[config.mk]
export PLATFORM = sky130hd
export DESIGN_NAME = core_dec_iq
export DESIGN_NICKNAME = d
export VERILOG_FILES = /design/src/rtl/core_dec_iq.sv
export SDC_FILE = /design/constraint.sdc
export NUM_CORES = 1
export LEC_CHECK = 0
export CAP_MARGIN = 30
export CORE_MARGIN = 4
export CORE_UTILIZATION = 30
export CTS_CLUSTER_DIAMETER = 100
export CTS_CLUSTER_SIZE = 30
export DETAILED_ROUTE_END_ITERATION = 10
export DONT_BUFFER_PORTS = 1
export PLACE_DENSITY = 0.42
export SKIP_LAST_GASP = 1
export SLEW_MARGIN = 10
export SYNTH_ARGS = -nofsm -noshare
export SYNTH_HDL_FRONTEND = slang
export SYNTH_SLANG_ARGS = --single-unit
[constraint.sdc]
create_clock -name clk -period 3.6 [get_ports clk]
set_input_delay 0.36 -clock clk [delete_from_list [all_inputs] [get_ports clk]]
set_output_delay 0.36 -clock clk [all_outputs]
set_load 0.02 [all_outputs]
[src/rtl/core_dec_iq.sv]
// core_dec_iq: instruction queue + RV32I decode front-end with load-use interlock.
module core_dec_iq #(
  parameter int unsigned IQ_DEPTH = 4,
  parameter int unsigned LU_STALL = 2
) (
  input  logic                          clk,
  input  logic                          rst_n,
  input  logic                          if_vld,
  output logic                          if_rdy,
  input  logic [31:0]                   if_inst,
  input  logic [31:0]                   if_pc,
  input  logic                          dec_flush,
  input  logic                          ex_rdy,
  output logic                          ex_vld,
  output logic [31:0]                   ex_pc,
  output logic [3:0]                    ex_cls,
  output logic [3:0]                    ex_funct,
  output logic [4:0]                    ex_rs1,
  output logic [4:0]                    ex_rs2,
  output logic [4:0]                    ex_rd,
  output logic                          ex_we,
  output logic [31:0]                   ex_imm,
  output logic [$clog2(IQ_DEPTH+1)-1:0] iq_cnt
);

  localparam int unsigned PW = $clog2(IQ_DEPTH);
  localparam int unsigned CW = $clog2(IQ_DEPTH + 1);
  localparam logic        LU_EN = (LU_STALL != 0);

  localparam logic [3:0] CLS_ILL   = 4'd0;
  localparam logic [3:0] CLS_R     = 4'd1;
  localparam logic [3:0] CLS_I     = 4'd2;
  localparam logic [3:0] CLS_LUI   = 4'd3;
  localparam logic [3:0] CLS_AUIPC = 4'd4;
  localparam logic [3:0] CLS_BR    = 4'd5;
  localparam logic [3:0] CLS_JAL   = 4'd6;
  localparam logic [3:0] CLS_JALR  = 4'd7;
  localparam logic [3:0] CLS_LD    = 4'd8;
  localparam logic [3:0] CLS_ST    = 4'd9;

  logic [31:0]   mem_inst [IQ_DEPTH];
  logic [31:0]   mem_pc   [IQ_DEPTH];
  logic [PW-1:0] wr_ptr;
  logic [PW-1:0] rd_ptr;
  logic [2:0]    lu_cnt;
  logic [4:0]    ld_rd;

  logic [31:0] h_inst;
  logic [31:0] h_pc;
  logic        h_vld;
  logic [3:0]  d_cls;
  logic [3:0]  d_funct;
  logic [4:0]  d_rs1;
  logic [4:0]  d_rs2;
  logic [4:0]  d_rd;
  logic [31:0] d_imm;
  logic        use1;
  logic        use2;

  logic push;
  logic pop;
  logic ld_acc;
  logic pending;
  logic [4:0] prd;
  logic block;

  assign if_rdy = (iq_cnt != CW'(IQ_DEPTH));
  assign push   = if_vld & if_rdy & ~dec_flush;
  assign h_vld  = (iq_cnt != '0);
  assign h_inst = mem_inst[rd_ptr];
  assign h_pc   = mem_pc[rd_ptr];

  // Decode the queue head into the execute bundle fields.
  always_comb begin
    d_cls   = CLS_ILL;
    d_rs1   = 5'd0;
    d_rs2   = 5'd0;
    d_rd    = 5'd0;
    d_imm   = 32'd0;
    use1    = 1'b0;
    use2    = 1'b0;
    d_funct = {h_inst[30], h_inst[14:12]};
    case (h_inst[6:0])
      7'b0110011: begin
        d_cls = CLS_R; use1 = 1'b1; use2 = 1'b1; d_rd = h_inst[11:7];
      end
      7'b0010011: begin
        d_cls = CLS_I; use1 = 1'b1; d_rd = h_inst[11:7];
        d_imm = {{20{h_inst[31]}}, h_inst[31:20]};
      end
      7'b0110111: begin
        d_cls = CLS_LUI; d_rd = h_inst[11:7];
        d_imm = {h_inst[31:12], 12'b0};
      end
      7'b0010111: begin
        d_cls = CLS_AUIPC; d_rd = h_inst[11:7];
        d_imm = {h_inst[31:12], 12'b0};
      end
      7'b1100011: begin
        d_cls = CLS_BR; use1 = 1'b1; use2 = 1'b1;
        d_imm = {{19{h_inst[31]}}, h_inst[31], h_inst[7], h_inst[30:25], h_inst[11:8], 1'b0};
      end
      7'b1101111: begin
        d_cls = CLS_JAL; d_rd = h_inst[11:7];
        d_imm = {{11{h_inst[31]}}, h_inst[31], h_inst[19:12], h_inst[20], h_inst[30:21], 1'b0};
      end
      7'b1100111: begin
        d_cls = CLS_JALR; use1 = 1'b1; d_rd = h_inst[11:7];
        d_imm = {{20{h_inst[31]}}, h_inst[31:20]};
      end
      7'b0000011: begin
        d_cls = CLS_LD; use1 = 1'b1; d_rd = h_inst[11:7];
        d_imm = {{20{h_inst[31]}}, h_inst[31:20]};
      end
      7'b0100011: begin
        d_cls = CLS_ST; use1 = 1'b1; use2 = 1'b1;
        d_imm = {{20{h_inst[31]}}, h_inst[31:25], h_inst[11:7]};
      end
      default: ;
    endcase
    if (use1) d_rs1 = h_inst[19:15];
    if (use2) d_rs2 = h_inst[24:20];
  end

  // Load-use interlock: hold a dependent instruction or a second load while a load is in its shadow.
  always_comb begin
    ld_acc  = ex_vld & ex_rdy & (ex_cls == CLS_LD) & ex_we & LU_EN;
    pending = (lu_cnt != 3'd0) | ld_acc;
    prd     = (lu_cnt != 3'd0) ? ld_rd : ex_rd;
    block   = pending & ((d_cls == CLS_LD) |
                         (use1 & (d_rs1 == prd)) |
                         (use2 & (d_rs2 == prd)));
    pop     = h_vld & ~block & (~ex_vld | ex_rdy) & ~dec_flush;
  end

  // Queue storage; payload needs no reset since occupancy gates its use.
  always_ff @(posedge clk) begin
    if (push) begin
      mem_inst[wr_ptr] <= if_inst;
      mem_pc[wr_ptr]   <= if_pc;
    end
  end

  // Queue pointers and occupancy.
  always_ff @(posedge clk or negedge rst_n) begin
    if (!rst_n) begin
      wr_ptr <= '0;
      rd_ptr <= '0;
      iq_cnt <= '0;
    end else if (dec_flush) begin
      wr_ptr <= '0;
      rd_ptr <= '0;
      iq_cnt <= '0;
    end else begin
      if (push) wr_ptr <= wr_ptr + PW'(1);
      if (pop)  rd_ptr <= rd_ptr + PW'(1);
      iq_cnt <= iq_cnt + CW'(push) - CW'(pop);
    end
  end

  // Interlock counter and the destination of the load in its shadow.
  always_ff @(posedge clk or negedge rst_n) begin
    if (!rst_n) begin
      lu_cnt <= 3'd0;
      ld_rd  <= 5'd0;
    end else if (dec_flush) begin
      lu_cnt <= 3'd0;
    end else if (ld_acc) begin
      lu_cnt <= 3'(LU_STALL - 1);
      ld_rd  <= ex_rd;
    end else if (lu_cnt != 3'd0) begin
      lu_cnt <= lu_cnt - 3'd1;
    end
  end

  // Execute bundle register.
  always_ff @(posedge clk or negedge rst_n) begin
    if (!rst_n) begin
      ex_vld   <= 1'b0;
      ex_pc    <= 32'd0;
      ex_cls   <= 4'd0;
      ex_funct <= 4'd0;
      ex_rs1   <= 5'd0;
      ex_rs2   <= 5'd0;
      ex_rd    <= 5'd0;
      ex_we    <= 1'b0;
      ex_imm   <= 32'd0;
    end else if (dec_flush) begin
      ex_vld <= 1'b0;
    end else if (pop) begin
      ex_vld   <= 1'b1;
      ex_pc    <= h_pc;
      ex_cls   <= d_cls;
      ex_funct <= d_funct;
      ex_rs1   <= d_rs1;
      ex_rs2   <= d_rs2;
      ex_rd    <= d_rd;
      ex_we    <= (d_rd != 5'd0);
      ex_imm   <= d_imm;
    end else if (ex_rdy) begin
      ex_vld <= 1'b0;
    end
  end

endmodule

# --- After elaboration in Yosys (flattened, before gate mapping) ---
# Memory sizes are Yosys's and may differ from the RTL's. A register that Yosys moved wholly into a read port is not among the register bits.
# Cells that the tools add are included.
op_classes:
  n_addsub: 5
  n_mul: 0
  div_mod_pow: 0
  order_cmp: 0
  n_eq_ne: 14
  shifts: 0
  n_mux: 21
  bitwise: 18
  n_reduce_logical: 15
op_table:
  columns: ["cell", "n"]
  rows:
  - ["case mux 32 bit (5 select lines)", 1]
  - ["case mux 4 bit (9 select lines)", 1]
  - ["== test 7 x 6 -> 1 bit, second input constant", 3]
  - ["== test 7 bit, second input constant", 3]
  - ["two-way mux 5 bit", 4]
  - ["== test 7 x 5 -> 1 bit, second input constant", 2]
  - ["two-way mux 3 bit", 4]
  - ["nonzero test 3 bit", 4]
  - ["AND 1 bit", 11]
  - ["== test 5 bit", 2]
  - ["== test 4 bit, second input constant", 2]
  - ["two-way mux 2 bit", 4]
  - ["== test 7 x 2 -> 1 bit, second input constant", 1]
  - ["two-way mux 1 bit", 7]
  - ["OR reduction 7 bit", 1]
  - ["OR reduction 3 bit", 2]
  - ["OR reduction 6 bit", 1]
  - ["nonzero test 5 bit", 1]
  - ["adder 2 x 1 -> 2 bit, second input constant", 2]
  - ["OR 1 bit", 4]
  - ["AND reduction 2 bit", 2]
  - ["nonzero test 2 bit", 2]
  - ["adder 3 x 1 -> 3 bit", 1]
  - ["!= test 3 bit, second input constant", 1]
  - ["other kinds (5)", 7]
word_totals:
  ff_bits: 72
  latch_bits: 0
  ramBits: 256
  mem_bits_ro: 0
  inputBits: 69
  out_inout_bits: 93
  memories: 2
memory_table:
  columns: ["memory", "words", "word_bits", "read_ports", "rd_ports_with_merged_regs", "write_ports", "line", "source"]
  rows:
  - ["mem_inst", 4, 32, 1, 0, 1, "41", "logic [31:0] mem_inst [IQ_DEPTH];"]
  - ["mem_pc", 4, 32, 1, 1, 1, "42", "logic [31:0] mem_pc [IQ_DEPTH];"]

# --- Logic depth before layout (Yosys ltp) ---
# Gate-level depths: netlist of run 1.
# An unclocked memory read counts as a cell.
depth:
  depth_word: 16
  ltp_mapped: 18

# --- Worst setup path after synthesis of run 1 ---
# No wires, ideal clock.
synth_timing:
  path_kind: "register to register"
  start: "reg rd_ptr[0]"
  end: "reg iq_cnt[2]"
  setup_time_ns: 0.132
  t_arrival_ns: 3.601
  path_slack_ns: -0.133
  path_stages_with_launch: 16
  cell_sequence: "dfrtp_1 > buf_6 > mux4_2 > or2_1 > a2111oi_4 > a31o_2 > o21ai_1 > buf_6 > buf_2 > ha_1 > inv_1 > ha_1 > inv_1 > fa_1 > xnor2_1 > nor2_1"
synth_via:
  elab_chain_len: 16
  word_cells_on_any_way: 31
  cone_classes: "1 x add/sub; 12 x eq/ne; 6 x mux; 9 x bitwise; 2 x reduce/logical; 1 x memory"
synth_rtl:
  columns: ["element", "line", "source"]
  rows:
  - ["start: declaration", "44", "logic [PW-1:0] rd_ptr;"]
  - ["start signal: assignment", "156", "if (pop) rd_ptr <= rd_ptr + PW'(1);"]
  - ["memory read (4 x 32 bit) *", null, null]
  - ["== test 7 x 6 -> 1 bit (tied with other cells)", "83", "case (h_inst[6:0])"]
  - ["OR reduction 6 bit (no source line)", null, null]
  - ["two-way mux 1 bit", "83", null]
  - ["two-way mux 5 bit", "121", "if (use1) d_rs1 = h_inst[19:15];"]
  - ["== test 5 bit", "131", "(use1 & (d_rs1 == prd)) |"]
  - ["AND 1 bit", "131", null]
  - ["OR 1 bit", "130", "block = pending & ((d_cls == CLS_LD) |"]
  - ["OR 1 bit *", "131", null]
  - ["AND 1 bit *", "130", null]
  - ["inverter 1 bit *", "133", "pop = h_vld & ~block & (~ex_vld | ex_rdy) & ~dec_flush;"]
  - ["AND 1 bit * (3 in series)", "133", null]
  - ["subtractor 3 x 1 -> 3 bit *", "157", "iq_cnt <= iq_cnt + CW'(push) - CW'(pop);"]
  - ["two-way mux 3 bit *", "150", "end else if (dec_flush) begin"]
  - ["end signal: assignment", "157", null]
  - ["end: declaration", "23", "output logic [$clog2(IQ_DEPTH+1)-1:0] iq_cnt"]
# Every way passes the cells marked *; elsewhere a longest branch is shown, timed or not.
# A chain may end at the register's enable or synchronous reset.

# --- Worst setup path in the final report of run 1 ---
layout_timing:
  start: "reg rd_ptr[1]"
  end: "reg iq_cnt[2]"
# Same word-level chain as after synthesis.

==> impl_metrics.csv, run 1 <==
group,metric,value,unit
placement,numPlacedInstances,1392,
timing,fmax,0.293,GHz
logic_synthesis,synth_seq_cells,360,
timing,drv_slew,0,
global_route,grt_pass1_vias,7594,
routing,dr.pass1.iters,4,
logic_synthesis,synth_area,0.0142,mm^2
logic_synthesis,avgSynthCellArea,18.4,um^2
critical_path,path_cells,"mux4_2 > or2_4 > a2111oi_4 > a31o_2 > o21ai_4 > ha_1 > inv_1 > ha_1 > inv_1 > fa_1 > xnor2_1 > nor2_1",
timing,maxSlewHeadroom,53.9,%
logic_synthesis,synth_top_area_cell,"edfxtp_1",
routing,vias_per_cell,4.68,
layout,fillers,4384,
routing,wl,34200,um
layout,fin_cells,1501,
pwr,leakage,5.78,nW
logic_synthesis,synth-simple-area-share,3.24,%
logic_synthesis,synth-main-ff-cell,"edfxtp_1",
critical_path,cp.arrival,3810,ps
timing,rsz0062_at_grt,"false",
logic_synthesis,synth_area_leaders,"edfxtp_1 (54%), dfrtp_1 (18%), mux4_2 (10%)",
clocking,clockBufferDepth,3,
timing,fin_crit_sh,94.7,%
clocking,h-tree-depth,1,
critical_path,endpoint_kind,"flip-flop",
critical_path,slowest_stage,"mux4_2",
logic_synthesis,synth_top_family_by_area,"multiplexers",
global_route,grt_pass1_wl,51300,um
critical_path,start_kind,"flip-flop",
placement,portBuffers,0,
routing,routedWlPerCell,22.8,um
global_route,grt_max_degree,105,
routing,vias,7021,
die,num_rows,79,
routing,dr.first_iter.drc_count,395,
pwr,power.density,706,mW/mm^2
layout,syn_to_final_growth,16.5,%
critical_path,timing_worst_setup_path_type,"reg2reg",
placement,gp_congestion,0.817,
die,core,0.0467,mm^2
layout,layout.nets,958,
timing,fin_skew,28.7,ps
clocking,clkLatencyLatePin,540,ps
routing,ant_nets,0,
global_route,grt_overflow_total,0,
pwr,power,11.7,mW
logic_synthesis,yosysUniqueCellTypes,46,
die,die_area,0.0509,mm^2
critical_path,critPathRequiredTime,4000,ps
logic_synthesis,synth-async-reset-ratio,28.9,%
pwr,vdd.ir_drop.worst,359,uV
logic_synthesis,synth_edf_count,256,
logic_synthesis,synth-warning-count,0,
timing,tightest_slew,691,ps
placement,hpwl,23100,um
global_route,antenna_found_initial,4,
timing,setup_viol,0,
logic_synthesis,syn_inst,772,
clocking,clockRootBuffer,"clkbuf_16",
logic_synthesis,syn_nets,850,
outcome,outcome,"finished, final reports clean",
timing,min_period,3410,ps
global_route,grt_util_all_layers,13.4,%
layout,drive_gt1_share,18.3,%
logic_synthesis,yosysTopAreaCellShare,54.1,%
logic_synthesis,synth_mux_area_share,17.6,%
clocking,clock_sinks,360,
critical_path,worstPathMaxFanout,13,
timing,hold_viol,0,
die,io_pins,162,
die,die_w,226,um
logic_synthesis,synthAdderAreaFrac,0.845,%
die,dieHeight,226,um
min_path,hp-class,"in2reg",
clocking,cts_tree,"done",
logic_synthesis,synth-compound-area-share,2.43,%
clocking,clkTransAtPathRegs,110,ps
clocking,cts_inserted_buffers,17,
logic_synthesis,seq_area_frac_synth,72.4,%
logic_synthesis,synth_xor_area_share,0.863,%
routing,route.detailed.drc,0,
critical_path,max_stage_delay,680,ps
run,drv_cap,0,
die,initial_core_util,30.5,%
cell usage after synthesis (2+ instances only):
| cell type | number |
|---|---|
| buf_6 | 8 |
| mux4_2 | 63 |
| a21oi_1 | 22 |
| a22o_1 | 4 |
| edfxtp_1 | 256 |
| nand2b_1 | 4 |
| buf_2 | 8 |
| o21ai_1 | 2 |
| xnor2_1 | 8 |
| nor2_1 | 19 |
| nor2b_1 | 6 |
| nor3_1 | 5 |
| mux2i_1 | 48 |
| mux2_2 | 7 |
| nand3_1 | 5 |
| xor2_1 | 6 |
| and2_1 | 7 |
| inv_1 | 52 |
| clkbuf_1 | 12 |
| dfrtp_1 | 104 |
| nor4_1 | 2 |
| buf_1 | 3 |
| o21ai_0 | 9 |
| a2111oi_4 | 2 |
| nand2_1 | 34 |
| mux2_1 | 46 |
| a21o_1 | 4 |
| ha_1 | 8 |
layer usage:
metal / part of all wire (%) / global-route usage [%] / up-vias
met3: 5.6 / 3.17 / 25
met5: 0.020 / 0 / -
met1: 42 / 17.6 / 3711
met2: 51 / 23.3 / 140
met4: 1.3 / 2.00 / 2
li1: - / - / 3143
path summary, 6_finish.rpt:
kind / startpoint / end / slack, ps / cells after the start
worst min-delay path: dec_flush / rd_ptr[0]$_DFFE_PN0P_ / 70 / 2
min in group asynchronous: rst_n / ex_pc[8]$_DFFE_PN0P_ / 450 / 2
max in group asynchronous: rst_n / rd_ptr[1]$_DFFE_PN0P_ / 2650 / 2
worst max register to register: rd_ptr[1]$_DFFE_PN0P_ / iq_cnt[2]$_DFF_PN0_ / 190 / 12
worst min register to register: ld_rd[2]$_DFFE_PN0P_ / ld_rd[2]$_DFFE_PN0P_ / 520 / 1
worst max-delay path: rd_ptr[1]$_DFFE_PN0P_ / iq_cnt[2]$_DFF_PN0_ / 190 / 12
repair_timing:
| action | 4_1_cts | 5_1_grt |
|---|---|---|
| buffers inserted | 0 | 7 |
| setup endpoints to repair | 6 | 32 |
| hold buffers | 69 | 0 |
| hold endpoints to repair | 369 | 0 |
| gates resized for setup | 1 | 1 |
cell type report:
cell class                      count  area [um^2]  area share, %
Antenna cell                        3         7.51         0.0453
Clock buffer                       23          448           2.70
Clock inverter                      7          103          0.619
Inverter                           52          195           1.18
Multi-Input combinational cell    329         3600           21.7
Sequential cell                   360        10300           62.2
Tap cell                          607          759           4.59
Timing Repair Buffer              120         1160           6.99
through the flow:
step | setup TNS (ps) | util, % | hold WS [ps] | area (um^2) | worst slack (ps)
2_1_floorplan | 0 | - | 64.4 | 14200 | 31.0
3_3_place_gp | 0 | 32.7 | 72.2 | 15200 | 43.5
3_5_place_dp | -12.3 | 32.7 | 71.5 | 15200 | -11.0
4_1_cts | 0 | 35.4 | 34.1 | 16500 | 0.639
5_1_grt | 0 | 35.5 | 56.2 | 16600 | 25.9
6_report | 0 | 35.5 | 65.7 | 16600 | 190
flip-flops by register name, summed over array words and instances (netlist names), 2 cells and up:
name / cells
mem_pc: 128
wr_ptr: 2
ld_rd: 5
ex_pc: 32
rd_ptr: 2
mem_inst: 128
ex_funct: 4
ex_rs1: 5
ex_imm: 32
ex_rd: 5
ex_rs2: 5
lu_cnt: 3
iq_cnt: 3
ex_cls: 4
worst max-delay path, delay by kind of cell (launching register included):
kind | cells | cell delay, ps
mux | 1 | 680
xor+xnor | 1 | 160
simple gates | 2 | 370
flops | 1 | 600
fa+ha+maj | 3 | 790
buf+inv | 2 | 110
compound gates | 3 | 570
where the power goes:
| group | internal (mW) | switching [mW] |
|---|---|---|
| combinational | 1.56 | 1.73 |
| clock | 1.01 | 1.33 |
| sequential | 5.06 | 0.995 |
layout by cell type (no fill, tap or decap), types with 7 or more instances in the layout:
master and count:
nor2_1 19, clkbuf_16 17, o21ai_0 9, mux2_2 7
dfrtp_1 102, xnor2_1 8, dlygate4sd3_1 68, inv_1 52
a21oi_1 22, nand2_1 34, ha_1 8, edfxtp_1 256
mux2i_1 48, buf_4 45, mux4_2 63, mux2_1 46
kinds of logic (layout without fill, tap and decap cells):
kind of cell | count (synthesis) | count (layout)
AOI/OAI and AO/OA | 50 | 50
xor gates and xnor gates | 14 | 14
adders and majority gates | 9 | 9
buffers and inverters | 83 | 202
DFF | 360 | 360
muxes | 164 | 164
other | 0 | 3
and+or+nand+nor | 92 | 92
Note: power is estimated with default switching activity, not from simulation.
==> inputs of run 2 (changes only) <==
--- a/config.mk
+++ b/config.mk
@@ -12,7 +12,7 @@
 export CTS_CLUSTER_SIZE = 30
 export DETAILED_ROUTE_END_ITERATION = 10
 export DONT_BUFFER_PORTS = 1
-export PLACE_DENSITY = 0.42
+export PLACE_DENSITY_LB_ADDON = 0.2
 export SKIP_LAST_GASP = 1
 export SLEW_MARGIN = 10
 export SYNTH_ARGS = -nofsm -noshare
==> run 2 against run 1 <==
Effect of this change:
- global-route usage down 0.39 points
- via count down 2.3%
- die area unchanged
- core utilization down 0.26 points
- critical path depth up 2
- cell count down 0.93%
- largest power group unchanged
==> impl_metrics.csv, run 2 (same netlist as run 1, synthesis figures left out) <==
group,metric,value,unit
critical_path,critPathRequiredTime,3990,ps
routing,routedWlPerCell,22.3,um
pwr,power,11.5,mW
critical_path,endpoint_kind,"flip-flop",
clocking,clkLatencyLatePin,530,ps
timing,maxSlewHeadroom,48.6,%
layout,drive_gt1_share,17.2,%
global_route,grt_pass1_vias,7426,
global_route,grt_overflow_total,0,
placement,hpwl,21900,um
critical_path,cp.arrival,3790,ps
clocking,cts_inserted_buffers,17,
layout,final_common_cell,"edfxtp_1",
critical_path,timing_worst_setup_path_type,"reg2reg",
layout,postLayoutCoreUtil,35.2,%
critical_path,reg2reg_from,"rd_ptr[0]$_DFFE_PN0P_",
timing,fin_skew,26.7,ps
clocking,clockRootBuffer,"clkbuf_16",
min_path,hp-class,"in2reg",
die,core,0.0467,mm^2
timing,setup_viol,0,
timing,tightest_slew,771,ps
placement,place_area,0.0152,mm^2
routing,ant_nets,0,
timing,fmax,0.293,GHz
timing,holdWs,41.4,ps
die,num_rows,79,
routing,vias,6863,
layout,reg.largest.list,"mem_inst (128), mem_pc (128)",
clocking,cts_tree,"done",
die,io_pins,162,
die,dieHeight,226,um
global_route,grt_util_all_layers,13.0,%
routing,route.detailed.drc,0,
routing,vias_per_cell,4.62,
pwr,vdd.ir_drop.worst,493,uV
placement,numPlacedInstances,1384,
placement,gp_congestion,0.742,
clocking,clkTransAtPathRegs,110,ps
critical_path,worstPathMaxFanout,9,
critical_path,start_kind,"flip-flop",
layout,final_cell_area,0.0164,mm^2
pwr,power.density,699,mW/mm^2
routing,wl,33100,um
timing,worst_slack,193,ps
layout,fin_cells,1487,
layout,layout_common_cells,"edfxtp_1 (256), dfrtp_1 (102), dlygate4sd3_1 (67)",
clocking,clockBufferDepth,3,
placement,portBuffers,0,
clocking,clock_sinks,360,
global_route,antenna_found_initial,8,
global_route,grt_pass1_wl,50200,um
layout,layout.nets,944,
global_route,grt_max_degree,105,
die,die_area,0.0509,mm^2
die,initial_core_util,30.5,%
timing,fin_crit_sh,94.6,%
outcome,outcome,"finished, final reports clean",
run,drv_cap,0,
clocking,h-tree-depth,1,
die,die_w,226,um
pwr,leakage,5.70,nW
placement,dpl_worst_slack,148,ps
timing,tns,0,ps
routing,dr.first_iter.drc_count,454,
routing,dr.pass1.iters,6,
timing,drv_slew,0,
layout,syn_to_final_growth,15.7,%
min_path,hold_start,"dec_flush",
timing,hold_viol,0,
critical_path,cp-startpoint,"rd_ptr[0]$_DFFE_PN0P_",
timing,min_period,3410,ps
[run 2: cell count changes in the layout (fill, tap and decap cells not counted), sizes merged]
cell / previous run / this run
buf: 52 / 39
bufinv: 1 / 0
clkinv: 1 / 2
diode: 3 / 4
dlygate4sd3: 68 / 67
inv: 57 / 56
[run 2: where the power goes]
part	internal [mW]	switching, mW
Sequential	5.06	0.930
Combinational	1.51	1.73
Clock	0.935	1.33
Total	7.51	3.99
[run 2: what timing repair did]
action                                  4_1_cts  5_1_grt
setup buffers                                 0        2
endpoints found under the setup margin        0        2
resized for setup                             0        3
hold endpoints to repair                    369        0
hold buffers                                 68        0
[run 2: worst paths after layout]
kind,endpoint,depth (start not counted),slack [ps]
setup reg to reg,iq_cnt[2]$_DFF_PN0_,14,190
min in group asynchronous,ex_cls[0]$_DFFE_PN0P_,2,470
hold reg to reg,ld_rd[2]$_DFFE_PN0P_,1,530
max in group asynchronous,rd_ptr[1]$_DFFE_PN0P_,2,2670
setup / recovery,iq_cnt[2]$_DFF_PN0_,14,190
hold / removal,ex_vld$_DFFE_PN0P_,2,40
[run 2: worst max-delay path, cell delays in order (launching register included)]
cell     delay, ps
dfrtp_4        520
buf_4          150
mux4_2         560
buf_4          200
nor4_4         230
nor3b_2        200
a31o_2         210
o21ai_4         90
ha_1           270
inv_1           50
ha_1           130
inv_1           50
fa_1           390
xnor2_1        160
nor2_1          50
[run 2: per-layer routing]
| metal | share of wire, % | GRT usage [%] |
|---|---|---|
| met2 | 49 | 21.9 |
| met1 | 43 | 17.1 |
| met3 | 6.4 | 3.59 |
| met5 | 0.15 | 0 |
| met4 | 1.6 | 2.57 |
[run 2: final cells by class]
type                       count  area (um^2)
multi-input combinational    329         3600
clock buffer                  23          449
clock inverter                 6         68.8
antenna                        4         10.0
inverter                      52          195
fill                        4429        30200
tap                          607          759
timing repair buffer         106         1060
sequential                   360        10300
